### config.mk
export PLATFORM = sky130hd
export DESIGN_NAME = dco_freq_counter_flat
export DESIGN_NICKNAME = d
export VERILOG_FILES = /design/src/rtl/dco_freq_counter_if.sv /design/src/rtl/dco_freq_counter.sv /design/src/flat_wrapper.sv
export SDC_FILE = /design/constraint.sdc
export NUM_CORES = 1
export LEC_CHECK = 0
export ABC_AREA = 1
export CAP_MARGIN = 0
export CORE_MARGIN = 3
export CORE_UTILIZATION = 45
export DETAILED_ROUTE_END_ITERATION = 12
export REMOVE_ABC_BUFFERS = 1
export SLEW_MARGIN = 20
export SYNTH_ARGS = -nofsm -noshare
export SYNTH_HDL_FRONTEND = slang
export SYNTH_SLANG_ARGS = --single-unit
### constraint.sdc
create_clock -name clk -period 3.85 [get_ports clk]
set_input_delay 0.77 -clock clk [delete_from_list [all_inputs] [get_ports clk]]
set_output_delay 0.77 -clock clk [all_outputs]
set_load 0.05 [all_outputs]
### src/rtl/dco_freq_counter_if.sv
// Measurement control and result bundle for the DCO frequency counter.
// The master side drives control and the DCO pin; the slave side (the counter) returns results.
interface dco_freq_counter_if #(
   parameter int CNT_W = 16
);
   logic             ena;
   logic             dco_in;
   logic             start;
   logic             cont;
   logic             busy;
   logic             done;
   logic [CNT_W-1:0] count;
   logic             overflow;

   modport master (
      output ena, dco_in, start, cont,
      input  busy, done, count, overflow
   );

   modport slave (
      input  ena, dco_in, start, cont,
      output busy, done, count, overflow
   );
endinterface

### src/rtl/dco_freq_counter.sv
// Gated frequency counter: counts synchronized DCO rising edges over a window of
// GATE_CYCLES clk cycles, single-shot or free-running back-to-back windows.
//
// state | meaning
// IDLE  | no window open; waits for ena && start
// GATE  | window open; gate_cnt counts down, edge_cnt accumulates DCO edges
module dco_freq_counter #(
   parameter int GATE_CYCLES = 1000,
   parameter int CNT_W       = 16
) (
   input logic               clk,
   input logic               rst_n,
   dco_freq_counter_if.slave bus
);
   localparam int               GW        = $clog2(GATE_CYCLES);
   localparam logic [GW-1:0]    GATE_LOAD = GW'(GATE_CYCLES - 1);
   localparam logic [CNT_W-1:0] CNT_MAX   = {CNT_W{1'b1}};

   typedef enum logic {IDLE, GATE} state_t;

   state_t           state;
   logic             s1, s2, s3;
   logic             dco_edge;
   logic             at_max;
   logic [GW-1:0]    gate_cnt;
   logic [CNT_W-1:0] edge_cnt;
   logic             ovf_int;

   always_ff @(posedge clk or negedge rst_n) begin
      if (!rst_n) begin
         s1 <= 1'b0;
         s2 <= 1'b0;
         s3 <= 1'b0;
      end else begin
         s1 <= bus.dco_in;
         s2 <= s1;
         s3 <= s2;
      end
   end

   assign dco_edge = s2 & ~s3;
   assign at_max   = (edge_cnt == CNT_MAX);

   always_ff @(posedge clk or negedge rst_n) begin
      if (!rst_n) begin
         state        <= IDLE;
         gate_cnt     <= '0;
         edge_cnt     <= '0;
         ovf_int      <= 1'b0;
         bus.busy     <= 1'b0;
         bus.done     <= 1'b0;
         bus.count    <= '0;
         bus.overflow <= 1'b0;
      end else begin
         bus.done <= 1'b0;
         case (state)
            IDLE: begin
               if (bus.ena && bus.start) begin
                  state    <= GATE;
                  bus.busy <= 1'b1;
                  gate_cnt <= GATE_LOAD;
                  edge_cnt <= '0;
                  ovf_int  <= 1'b0;
               end
            end
            GATE: begin
               if (!bus.ena) begin
                  state    <= IDLE;
                  bus.busy <= 1'b0;
               end else if (gate_cnt == '0) begin
                  // final window cycle: fold this cycle's edge into the published result
                  bus.count    <= (dco_edge && !at_max) ? edge_cnt + CNT_W'(1) : edge_cnt;
                  bus.overflow <= ovf_int | (dco_edge & at_max);
                  bus.done     <= 1'b1;
                  gate_cnt     <= GATE_LOAD;
                  edge_cnt     <= '0;
                  ovf_int      <= 1'b0;
                  if (!bus.cont) begin
                     state    <= IDLE;
                     bus.busy <= 1'b0;
                  end
               end else begin
                  if (dco_edge) begin
                     if (at_max) ovf_int  <= 1'b1;
                     else        edge_cnt <= edge_cnt + CNT_W'(1);
                  end
                  gate_cnt <= gate_cnt - GW'(1);
               end
            end
            default: begin
               state    <= IDLE;
               bus.busy <= 1'b0;
            end
         endcase
      end
   end
endmodule

### src/flat_wrapper.sv
// flat-port wrapper written by rule: the top's interface ports become plain ports
module dco_freq_counter_flat 
#(
   parameter int GATE_CYCLES = 1000,
   parameter int CNT_W       = 16
)
  (clk, rst_n, bus_ena, bus_dco_in, bus_start, bus_cont, bus_busy, bus_done, bus_count, bus_overflow);
  dco_freq_counter_if #(.CNT_W(CNT_W)) bus_i ();
  input logic clk;
  input logic rst_n;
  input wire logic [$bits(bus_i.ena)-1:0] bus_ena;
  input wire logic [$bits(bus_i.dco_in)-1:0] bus_dco_in;
  input wire logic [$bits(bus_i.start)-1:0] bus_start;
  input wire logic [$bits(bus_i.cont)-1:0] bus_cont;
  output wire logic [$bits(bus_i.busy)-1:0] bus_busy;
  output wire logic [$bits(bus_i.done)-1:0] bus_done;
  output wire logic [$bits(bus_i.count)-1:0] bus_count;
  output wire logic [$bits(bus_i.overflow)-1:0] bus_overflow;
  assign bus_i.ena = bus_ena;
  assign bus_i.dco_in = bus_dco_in;
  assign bus_i.start = bus_start;
  assign bus_i.cont = bus_cont;
  assign bus_busy = bus_i.busy;
  assign bus_done = bus_i.done;
  assign bus_count = bus_i.count;
  assign bus_overflow = bus_i.overflow;
  dco_freq_counter #(.GATE_CYCLES(GATE_CYCLES), .CNT_W(CNT_W)) u_core (.clk(clk), .rst_n(rst_n), .bus(bus_i));
endmodule
* Yosys cells after proc, flatten, opt, wreduce, memory -nomap -nowiden
Cells that the tools add are included.
Word-level totals: bits in registers 50, latch bits 0, memory bits (writable) 0, bits in read-only memories 0, input port bits 6, word-level logic and storage cells 65, memories 0
Operators by class: add/subtract/negate cells 2, multipliers 0, divide/modulo/power cells 0, magnitude comparators 0, equal/unequal tests 8, shifts and indexed selects 0, muxes and demuxes 30, bitwise gates (word level) 5, reductions and logical operators 9
Operator list (number):
- $mux W16 | 6
- $pmux W16 S2 | 1
- $mux W10 | 3
- $pmux W10 S2 | 1
- $add A16 B1 Y16 const B | 1
- $eq A16 B16 Y1 const B | 1
- $mux W1 | 16
- $ne A3 B3 Y1 const B | 5
- $logic_not A10 Y1 | 1
- $sub A10 B1 Y10 const B | 1
- $reduce_and A4 Y1 | 2
- $pmux W1 S2 | 3
- $reduce_and A3 Y1 | 2
- $and A1 B1 Y1 | 2
- $logic_and A1 B1 Y1 | 2
- $ne A2 B1 Y1 const B | 1
- $ne A2 B2 Y1 const B | 1
- $not A1 Y1 | 2
- $reduce_and A2 Y1 | 1
- $logic_not A1 Y1 | 1
- $or A1 B1 Y1 | 1

* Longest topological paths before layout
Gate-level depths: netlist of run 1.
word-level depth 6, mapped depth 11

* Least setup slack after synthesis of run 1
No wires, ideal clock.
kind input to register, from in bus_ena, to reg u_core.gate_cnt[8], arrival time 1.527 ns, required time 3.721 ns, path slack 2.194 ns, stages 6, buffers on the path 1, path through nand3_1 > nand2_2 > buf_4 > nand4_1 > o21ai_0 > nand3_1
On the way: longest elaborated chain between the ends 3, elaborated cells between the ends (all ways) 4, classes of those cells eq/ne: 2; reduce/logical: 2
RTL lines:
- start, declared | RTL line flat_wrapper.sv:11 | input wire logic [$bits(bus_i.ena)-1:0] bus_ena;
- $logic_and A1 B1 Y1 | RTL line dco_freq_counter.sv:58 | if (bus.ena && bus.start) begin
- $ne A2 B1 Y1 (no source line)
- $reduce_and A2 Y1 (no source line) *
- end signal, assigned | RTL line dco_freq_counter.sv:87 | gate_cnt <= gate_cnt - GW'(1);
- end, declared | RTL line dco_freq_counter.sv:25 | logic [GW-1:0] gate_cnt;
Every way passes the cells marked *; elsewhere a longest branch is shown, timed or not. A chain may end at the register's enable or synchronous reset.

* Final worst setup path of run 1
from reg u_core.bus.overflow, to out bus_overflow
RTL lines:
- start, declared | RTL line dco_freq_counter_if.sv:22 | output busy, done, count, overflow
- start signal, assigned | RTL line dco_freq_counter.sv:73 | bus.overflow <= ovf_int | (dco_edge & at_max);
- end, declared | RTL line flat_wrapper.sv:18 | output wire logic [$bits(bus_i.overflow)-1:0] bus_overflow;
No word-level cell between the ends.

==> qor.txt, run 1 <==
Status -> finished clean
Synthesis-to-finish area growth -> 13.3%
Synthesized area per cell -> 7.30 µm²
Syn. warnings -> 0
Row count -> 28
Slew of the pin with the lowest slew margin -> 866 ps
Cts bufs inserted -> 5
Vias per cell -> 5.01
GPL Wtd Cong -> 0.816
Layout Cells excl Fill -> 485
Final Hold Vio Count -> 0
Largest net degree at the start of global routing -> 37
Setup tns final -> 0 ps
Cell Int Power -> 730 µW
Seq/Total Area, Yosys -> 44.4%
Post-Syn Area -> 0.00282 mm²
Crit-path max FO -> 2
Compound-Gate Fraction of Synth Area -> 2.66%
Final period utilization -> 58.5%
Xor and xnor area share after synthesis -> 2.17%
Post-CTS resize count -> 0
Worst vdd ir -> 168 µV
Post-synthesis mux area share -> 0%
Hold Path Class -> register to register
Slew headroom -> 42.3%
Gr usage total -> 18.7%
Detail Placement HPWL -> 4320 µm
CORE AREA -> 0.00599 mm²
Synth Area in Simple Gates -> 40.0%
Max Cap Viol -> 0
Worst skew pair latency -> 310 ps
Main combinational cell family by area after synthesis -> simple AND/OR/NAND/NOR gates
R2r worst-path depth -> 10
Comb power frac -> 13.8%
FMAX -> 444 MHz
1st-pass router iterations -> 5
Tot Pwr -> 1.03 mW
Buffers plus inverters on the worst setup path -> 1
First-pass GRT wire length -> 10900 µm
PD cells -> 322 mW/mm²
Endpoint class of the critical path -> primary output
Synth Register Bits -> 50
Post-CTS setup buffers -> 0
Initial Util -> 47.1%
Total grt overflow -> 0
Critical path launch point type -> register
CP max stage cell -> clkdlybuf4s50_1
Routed Antenna Nets -> 0
Routed via count -> 2430
Post-synthesis cell count -> 386
Distinct cells, synth -> 28
# hold bufs at CTS -> 0
Die ar. -> 0.00725 mm²
Initial antenna violation count -> 0
PortBufs -> 24
WL per Instance -> 13.2 µm
CP arrival -> 1480 ps
Period minus WS final -> 2250 ps
Initial drt markers -> 154
Crit-path max cell delay -> 810 ps
CTS Root Cell -> clkbuf_8
Switching share of power -> 29.1%
Max Slew Vio Count -> 0
Die width -> 85.1 µm
Final setup viols -> 0
Diode count -> 0
Share of layout cells above drive strength 1 -> 6.83%
Die H -> 85.1 µm
Area share of fa/ha/maj cells after synthesis -> 1.33%
Min-Delay Path Depth -> 0
Placed cells -> 477
CP cell instances -> clkdlybuf4s50_1
Vias in the first global route -> 2332
CP Depth -> 1
WL final -> 6420 µm
CTS max path bufs -> 2
DRC viols -> 0
NetSw -> 299 µW
CTS tree -> built
RSZ-0062 raised after global routing -> false
Ports -> 25
Top Family by Delay on Critical Path -> buffers and inverters
Clk pin slew, worst setup/hold paths -> 90 ps
P_leak -> 1.63 nW
Clk sinks -> 50
Sequential power share -> 54.1%
Worst Skew -> 10.1 ps
Worst Path Class, Setup -> register to primary output
Nets -> 418
Part of the power in the clock network -> 32.1%
Depth of the CTS H-tree -> 2
Worst endpoint required time -> 3080 ps
cell type report:
| class | count | area, µm² |
|---|---|---|
| clock inverters | 2 | 12.5 |
| clock buffers | 6 | 82.6 |
| multi-input cells | 276 | 1310 |
| well taps | 75 | 93.8 |
| inverters | 50 | 193 |
| fillers | 574 | 2800 |
| flip-flops and latches | 50 | 1250 |
| repair buffers | 26 | 250 |
per-stage QoR:
step	instance area [µm²]	util [%]	hold WS, ps	setup WS [ps]
2_1_floorplan	2750	-	331	2110
3_3_place_gp	3090	51.6	337	1330
3_5_place_dp	3090	51.6	349	1300
4_1_cts	3190	53.2	372	1580
5_1_grt	3190	53.3	379	1530
6_report	3190	53.3	367	1600
layout by cell type (no fill, tap or decap), types with 2 or more instances in the layout:
cell / instances
o21ai_4: 2
nand2_1: 132
inv_2: 3
inv_1: 46
nand4_1: 8
ha_1: 3
xor2_1: 6
dfrtp_1: 50
nor3_1: 2
buf_4: 2
nand3_2: 2
nand3_1: 68
nor2_1: 32
clkbuf_8: 6
a21oi_1: 2
nor2_4: 3
clkdlybuf4s50_1: 23
o21ai_0: 8
nand2_2: 3
path summary, 6_finish.rpt:
| check | startpoint | endpoint | slack (ps) |
|---|---|---|---|
| setup / recovery | u_core.bus.overflow | bus_overflow | 1600 |
| hold / removal | u_core.s1 | u_core.s2 | 370 |
| setup reg to reg | u_core.edge_cnt[0] | u_core.edge_cnt[7] | 1720 |
| hold reg to reg | u_core.s1 | u_core.s2 | 370 |
| max in group asynchronous | rst_n | u_core.bus.done | 2550 |
| min in group asynchronous | rst_n | u_core.gate_cnt[8] | 550 |
synth_stat cells:
cell      number  area share [%]
inv_1         46             6.1
clkbuf_1       1            0.13
inv_2          3            0.40
a21oi_1        2            0.36
dfrtp_1       50              44
nand3b_1       1            0.27
nand4_1        8             1.8
inv_6          1            0.31
nor2_2         1            0.22
nor3_1         2            0.36
buf_6          1            0.40
xnor2_1        1            0.31
or2_2          1            0.22
xor2_1         6             1.9
ha_1           3             1.3
nor2_4         3             1.2
nand2_1      132              18
buf_8          1            0.53
buf_2          4            0.71
nand3_2        2            0.71
nand2_8        1            0.71
o21ai_2        1            0.31
nand2_2        3            0.67
o21ai_4        1            0.58
o21ai_0        8             1.4
buf_4          3            0.80
nor2_1        32             4.3
nand3_1       68              12
power groups by stage:
stage	clock network, mW	registers [mW]	logic (mW)
floorplan	0	0.573	0.0849
finish	0.331	0.556	0.142
global placement	0	0.567	0.141
global route	0.357	0.559	0.161
CTS	0.340	0.556	0.143
detailed placement	0	0.567	0.142
cells by family after synthesis:
group                    Yosys count
AND/OR/NAND/NOR                  254
buffers and inverters             60
flip-flops                        50
AO/OA/AOI/OAI                     12
XOR/XNOR                           7
adder cells (fa/ha/maj)            3
registers in the layout, indices dropped and copies added (netlist names):
| register | cells |
|---|---|
| u_core.bus.done | 1 |
| u_core.s3 | 1 |
| u_core.bus.busy | 1 |
| u_core.bus.count | 16 |
| u_core.bus.overflow | 1 |
| u_core.edge_cnt | 16 |
| u_core.s1 | 1 |
| u_core.s2 | 1 |
| u_core.state | 1 |
| u_core.ovf_int | 1 |
| u_core.gate_cnt | 10 |
per-layer routing:
| metal | track usage [%] | wire length [µm] | up-vias | share of wire, % |
|---|---|---|---|---|
| met3 | 3.20 | 312 | 8 | 4.9 |
| met2 | 28.3 | 2800 | 58 | 44 |
| met5 | 0 | 0 | - | 0 |
| met1 | 27.2 | 3240 | 1103 | 50 |
| met4 | 6.04 | 70 | 0 | 1.1 |
| li1 | - | - | 1261 | - |
(Power assumes the default switching activity.)
==> run 2: changes to the inputs <==
==> constraint.sdc (replaced) <==
create_clock -name clk -period 2.3 [get_ports clk]
set_input_delay 0.46 -clock clk [delete_from_list [all_inputs] [get_ports clk]]
set_output_delay 0.46 -clock clk [all_outputs]
set_load 0.05 [all_outputs]
==> run 2 against run 1 <==
- clock skew shrank 3.6 ps
- register-to-register slack worse by 1300 ps
- global-route usage up 0.53 points
- clock power increased by 57%
- critical path type unchanged
- critical endpoint is now bus_count[15]
- largest cell class unchanged
==> qor.txt, run 2 (synthesis gave the netlist of run 1 again) <==
P_leak -> 1.65 nW
Top Family by Delay on Critical Path -> buffers and inverters
Cts bufs inserted -> 5
Start point of the critical path -> u_core.bus.count[15]
Initial Util -> 47.1%
Worst hold margin -> 105 ps
Vias per cell -> 5.09
Slew of the pin with the lowest slew margin -> 718 ps
DRC viols -> 0
Total grt overflow -> 0
Max Slew Vio Count -> 0
Cell area after placement -> 0.00314 mm²
Critical path launch point type -> register
Final setup viols -> 0
Ports -> 25
Worst Path Class, Setup -> register to primary output
Commonest non-fill, non-tap cell in the layout -> nand2_1
Synthesis-to-finish area growth -> 14.9%
Detail Placement HPWL -> 4510 µm
R2r worst-path depth -> 8
Worst vdd ir -> 344 µV
PortBufs -> 24
Initial drt markers -> 140
Commonest non-fill, non-tap cells in the layout -> 132 x nand2_1, 68 x nand3_1, 50 x dfrtp_1
CORE AREA -> 0.00599 mm²
Worst R2R Setup Slack -> 460 ps
Final Hold Vio Count -> 0
CP cell instances -> clkdlybuf4s50_1
Vias in the first global route -> 2348
Share of layout cells above drive strength 1 -> 7.95%
Worst endpoint required time -> 1840 ps
Row count -> 28
WL final -> 6350 µm
Setup WS post-layout -> 364 ps
Initial antenna violation count -> 0
Die ar. -> 0.00725 mm²
1st-pass router iterations -> 4
Tot Pwr -> 1.70 mW
Final period utilization -> 84.2%
Crit-path max cell delay -> 810 ps
Hold Path Class -> input port to asynchronous set/reset pin
Largest net degree at the start of global routing -> 30
Routed Antenna Nets -> 0
Worst skew pair latency -> 310 ps
Top Registers -> u_core.bus.count (16), u_core.edge_cnt (16), u_core.gate_cnt (10)
Die H -> 85.1 µm
Post-CTS setup buffers -> 0
R2R Path End -> u_core.bus.count[13]
Buffers plus inverters on the worst setup path -> 1
WL per Instance -> 13.0 µm
CTS tree -> built
Crit-path max FO -> 2
Endpoint class of the critical path -> primary output
First-pass GRT wire length -> 11200 µm
Placed cells -> 482
CTS max path bufs -> 2
R2R Path Start -> u_core.edge_cnt[0]
GPL Wtd Cong -> 0.852
CP max stage cell -> clkdlybuf4s50_1
Nets -> 423
Slew headroom -> 52.0%
Max Cap Viol -> 0
Final core utilization -> 54.1%
CP arrival -> 1480 ps
Pre-CTS setup slack -> 233 ps
Worst Skew -> 6.53 ps
Period minus WS final -> 1940 ps
FMAX -> 517 MHz
Die width -> 85.1 µm
Clk sinks -> 50
Final instance area -> 0.00324 mm²
Routed via count -> 2495
Depth of the CTS H-tree -> 2
RSZ-0062 raised after global routing -> false
Layout Cells excl Fill -> 490
PD cells -> 524 mW/mm²
Status -> finished clean
Setup tns final -> 0 ps
CTS Root Cell -> clkbuf_8
Gr usage total -> 19.2%
Clk pin slew, worst setup/hold paths -> 90 ps
Diode count -> 0
[run 2: worst max path at each step]
| stage | to | cells past startpoint | slack [ps] |
|---|---|---|---|
| final | bus_count[15] | 1 | 360 |
| after global routing | u_core.bus.count[1] | 8 | 280 |
| after CTS | u_core.ovf_int | 7 | 200 |
| after detailed placement | u_core.ovf_int | 7 | 230 |
| after global placement | u_core.ovf_int | 7 | 240 |
| after floorplan | u_core.edge_cnt[10] | 10 | 600 |
[run 2: timing repair]
action,in CTS,in global routing
hold buffers,0,0
endpoints found under the setup margin,0,1
resized for setup,0,1
[run 2: layout make-up]
type | count | area, µm²
Clock buffer | 5 | 68.8
Clock inverter | 3 | 21.3
Fill cell | 558 | 2750
Inverter | 50 | 193
Multi-Input combinational cell | 276 | 1310
Sequential cell | 50 | 1250
Tap cell | 75 | 93.8
Timing Repair Buffer | 31 | 300
[run 2: where the power goes]
part	switching (mW)	leakage [nW]	total [mW]	internal, mW
clock network	0.306	0.0441	0.521	0.214
registers	0.0204	0.650	0.931	0.911
logic	0.170	0.960	0.244	0.0744
[run 2: routing by layer]
| metal | wire, µm | part of all wire [%] | global-route usage, % | vias up |
|---|---|---|---|---|
| li1 | - | - | - | 1265 |
| met1 | 3160 | 50 | 27.8 | 1175 |
| met2 | 2800 | 44 | 28.9 | 47 |
| met3 | 280 | 4.4 | 3.40 | 8 |
| met4 | 106 | 1.7 | 6.76 | 0 |
| met5 | 0 | 0 | 0 | - |
==> run 3: changes to the inputs <==
==> constraint.sdc (replaced) <==
create_clock -name clk -period 1.93 [get_ports clk]
set_input_delay 0.386 -clock clk [delete_from_list [all_inputs] [get_ports clk]]
set_output_delay 0.386 -clock clk [all_outputs]
set_load 0.05 [all_outputs]
==> run 3 against run 2 <==
- critical endpoint unchanged
- utilization increased by 2.4 points
- combinational power increased by 34%
- clock power increased by 34%
- register-to-register slack got worse by 260 ps
- sequential share of layout area decreased by 1.6 points
- power increased by 26%
- cell count increased by 3.1%
- highest routed layer unchanged
- via count increased by 2.2%
==> qor.txt, run 3 (synthesis gave the netlist of run 1 again) <==
Status -> finished clean
Worst Path Class, Setup -> register to primary output
Max Cap Viol -> 0
RSZ-0062 raised after global routing -> false
Detail Placement HPWL -> 4660 µm
Final Hold Vio Count -> 0
Setup WS post-layout -> 60.5 ps
Setup tns final -> 0 ps
Nets -> 438
PD cells -> 631 mW/mm²
Slew of the pin with the lowest slew margin -> 504 ps
Vias per cell -> 5.05
Endpoint class of the critical path -> primary output
Start point of the critical path -> u_core.bus.count[15]
CTS tree -> built
GPL Wtd Cong -> 0.876
Cts bufs inserted -> 5
Layout filler cell count -> 575
Crit-path max cell delay -> 810 ps
Clk pin slew, worst setup/hold paths -> 90 ps
Row count -> 28
Ports -> 25
P_leak -> 1.77 nW
Max Slew Vio Count -> 0
Pre-CTS setup slack -> 97.6 ps
Die H -> 85.1 µm
R2R Path Start -> u_core.edge_cnt[0]
Clk sinks -> 50
Die ar. -> 0.00725 mm²
Vias in the first global route -> 2415
First-pass GRT wire length -> 11400 µm
Initial drt markers -> 161
CTS Root Cell -> clkbuf_8
Top Registers -> u_core.bus.count (16), u_core.edge_cnt (16), u_core.gate_cnt (10)
Largest net degree at the start of global routing -> 51
CP arrival -> 1480 ps
Slew headroom -> 66.3%
PortBufs -> 24
Routed via count -> 2549
Period minus WS final -> 1870 ps
Synthesis-to-finish area growth -> 19.9%
Worst skew pair latency -> 310 ps
CP cell instances -> clkdlybuf4s50_1
FMAX -> 535 MHz
Initial antenna violation count -> 0
Final period utilization -> 96.9%
Final setup viols -> 0
Hold Path Class -> input port to asynchronous set/reset pin
WL per Instance -> 13.1 µm
Die width -> 85.1 µm
WL final -> 6610 µm
Total grt overflow -> 0
Top Family by Delay on Critical Path -> buffers and inverters
Commonest non-fill, non-tap cell in the layout -> nand2_1
Gr usage total -> 19.6%
Buffers plus inverters on the worst setup path -> 1
Crit-path max FO -> 2
Initial Util -> 47.1%
Critical path launch point type -> register
Worst vdd ir -> 456 µV
Diode count -> 0
DRC viols -> 0
Depth of the CTS H-tree -> 2
CP max stage cell -> clkdlybuf4s50_1
Share of layout cells above drive strength 1 -> 11.6%
Worst Skew -> 6.63 ps
Reg area -> 0.00125 mm²
1st-pass router iterations -> 7
Routed Antenna Nets -> 0
Area of the multi-input gates -> 0.00130 mm²
CORE AREA -> 0.00599 mm²
CTS max path bufs -> 2
Worst endpoint required time -> 1540 ps
Commonest non-fill, non-tap cells in the layout -> 132 x nand2_1, 68 x nand3_1, 50 x dfrtp_1
## run 3: timing repair
| action | 4_1_cts | 5_1_grt |
|---|---|---|
| resized for setup | 0 | 1 |
| hold buffers | 0 | 0 |
| setup buffers | 0 | 0 |
| endpoints found under the setup margin | 0 | 1 |
## run 3: area by class of cell
type	instances	area share [%]
clock inverters	1	0.259
clock buffers	7	2.85
flip-flops and latches	50	37.0
inverters	50	5.70
well taps	75	2.78
multi-input cells	276	38.5
repair buffers	46	12.9
## run 3: stage by stage
stage / total power [mW] / instances / instance area [µm²] / util, % / hold slack (ps)
floorplan: 1.31 / 376 / 2750 / - / 90.4
global placement: 1.46 / 497 / 3270 / 54.6 / 336
detailed placement: 1.46 / 497 / 3270 / 54.6 / 340
CTS: 2.16 / 505 / 3380 / 56.4 / 60.7
global route: 2.24 / 505 / 3380 / 56.4 / 56.3
finish: 2.13 / 505 / 3380 / 56.4 / 55.0
## run 3: layer usage
layer	wire, µm	track usage (%)	vias to the layer above
met5	0	0	-
met4	66	5.61	0
met3	244	3.50	6
met2	2890	29.9	48
met1	3410	28.5	1194
li1	-	-	1301
## run 3: worst paths after layout
kind,end,depth (start not counted),slack [ps]
min,u_core.bus.count[6],2,50
max,bus_count[15],1,60
max reg2reg,u_core.bus.count[15],10,200
max in group asynchronous,u_core.bus.count[11],2,1640
min in group clk,u_core.s2,0,360
min reg2reg,u_core.s2,0,360
## run 3: power by group
group | switching [mW] | total (mW) | internal (mW)
Sequential | 0.0231 | 1.11 | 1.09
Combinational | 0.210 | 0.327 | 0.117
Clock | 0.369 | 0.699 | 0.329
Total | 0.602 | 2.13 | 1.53
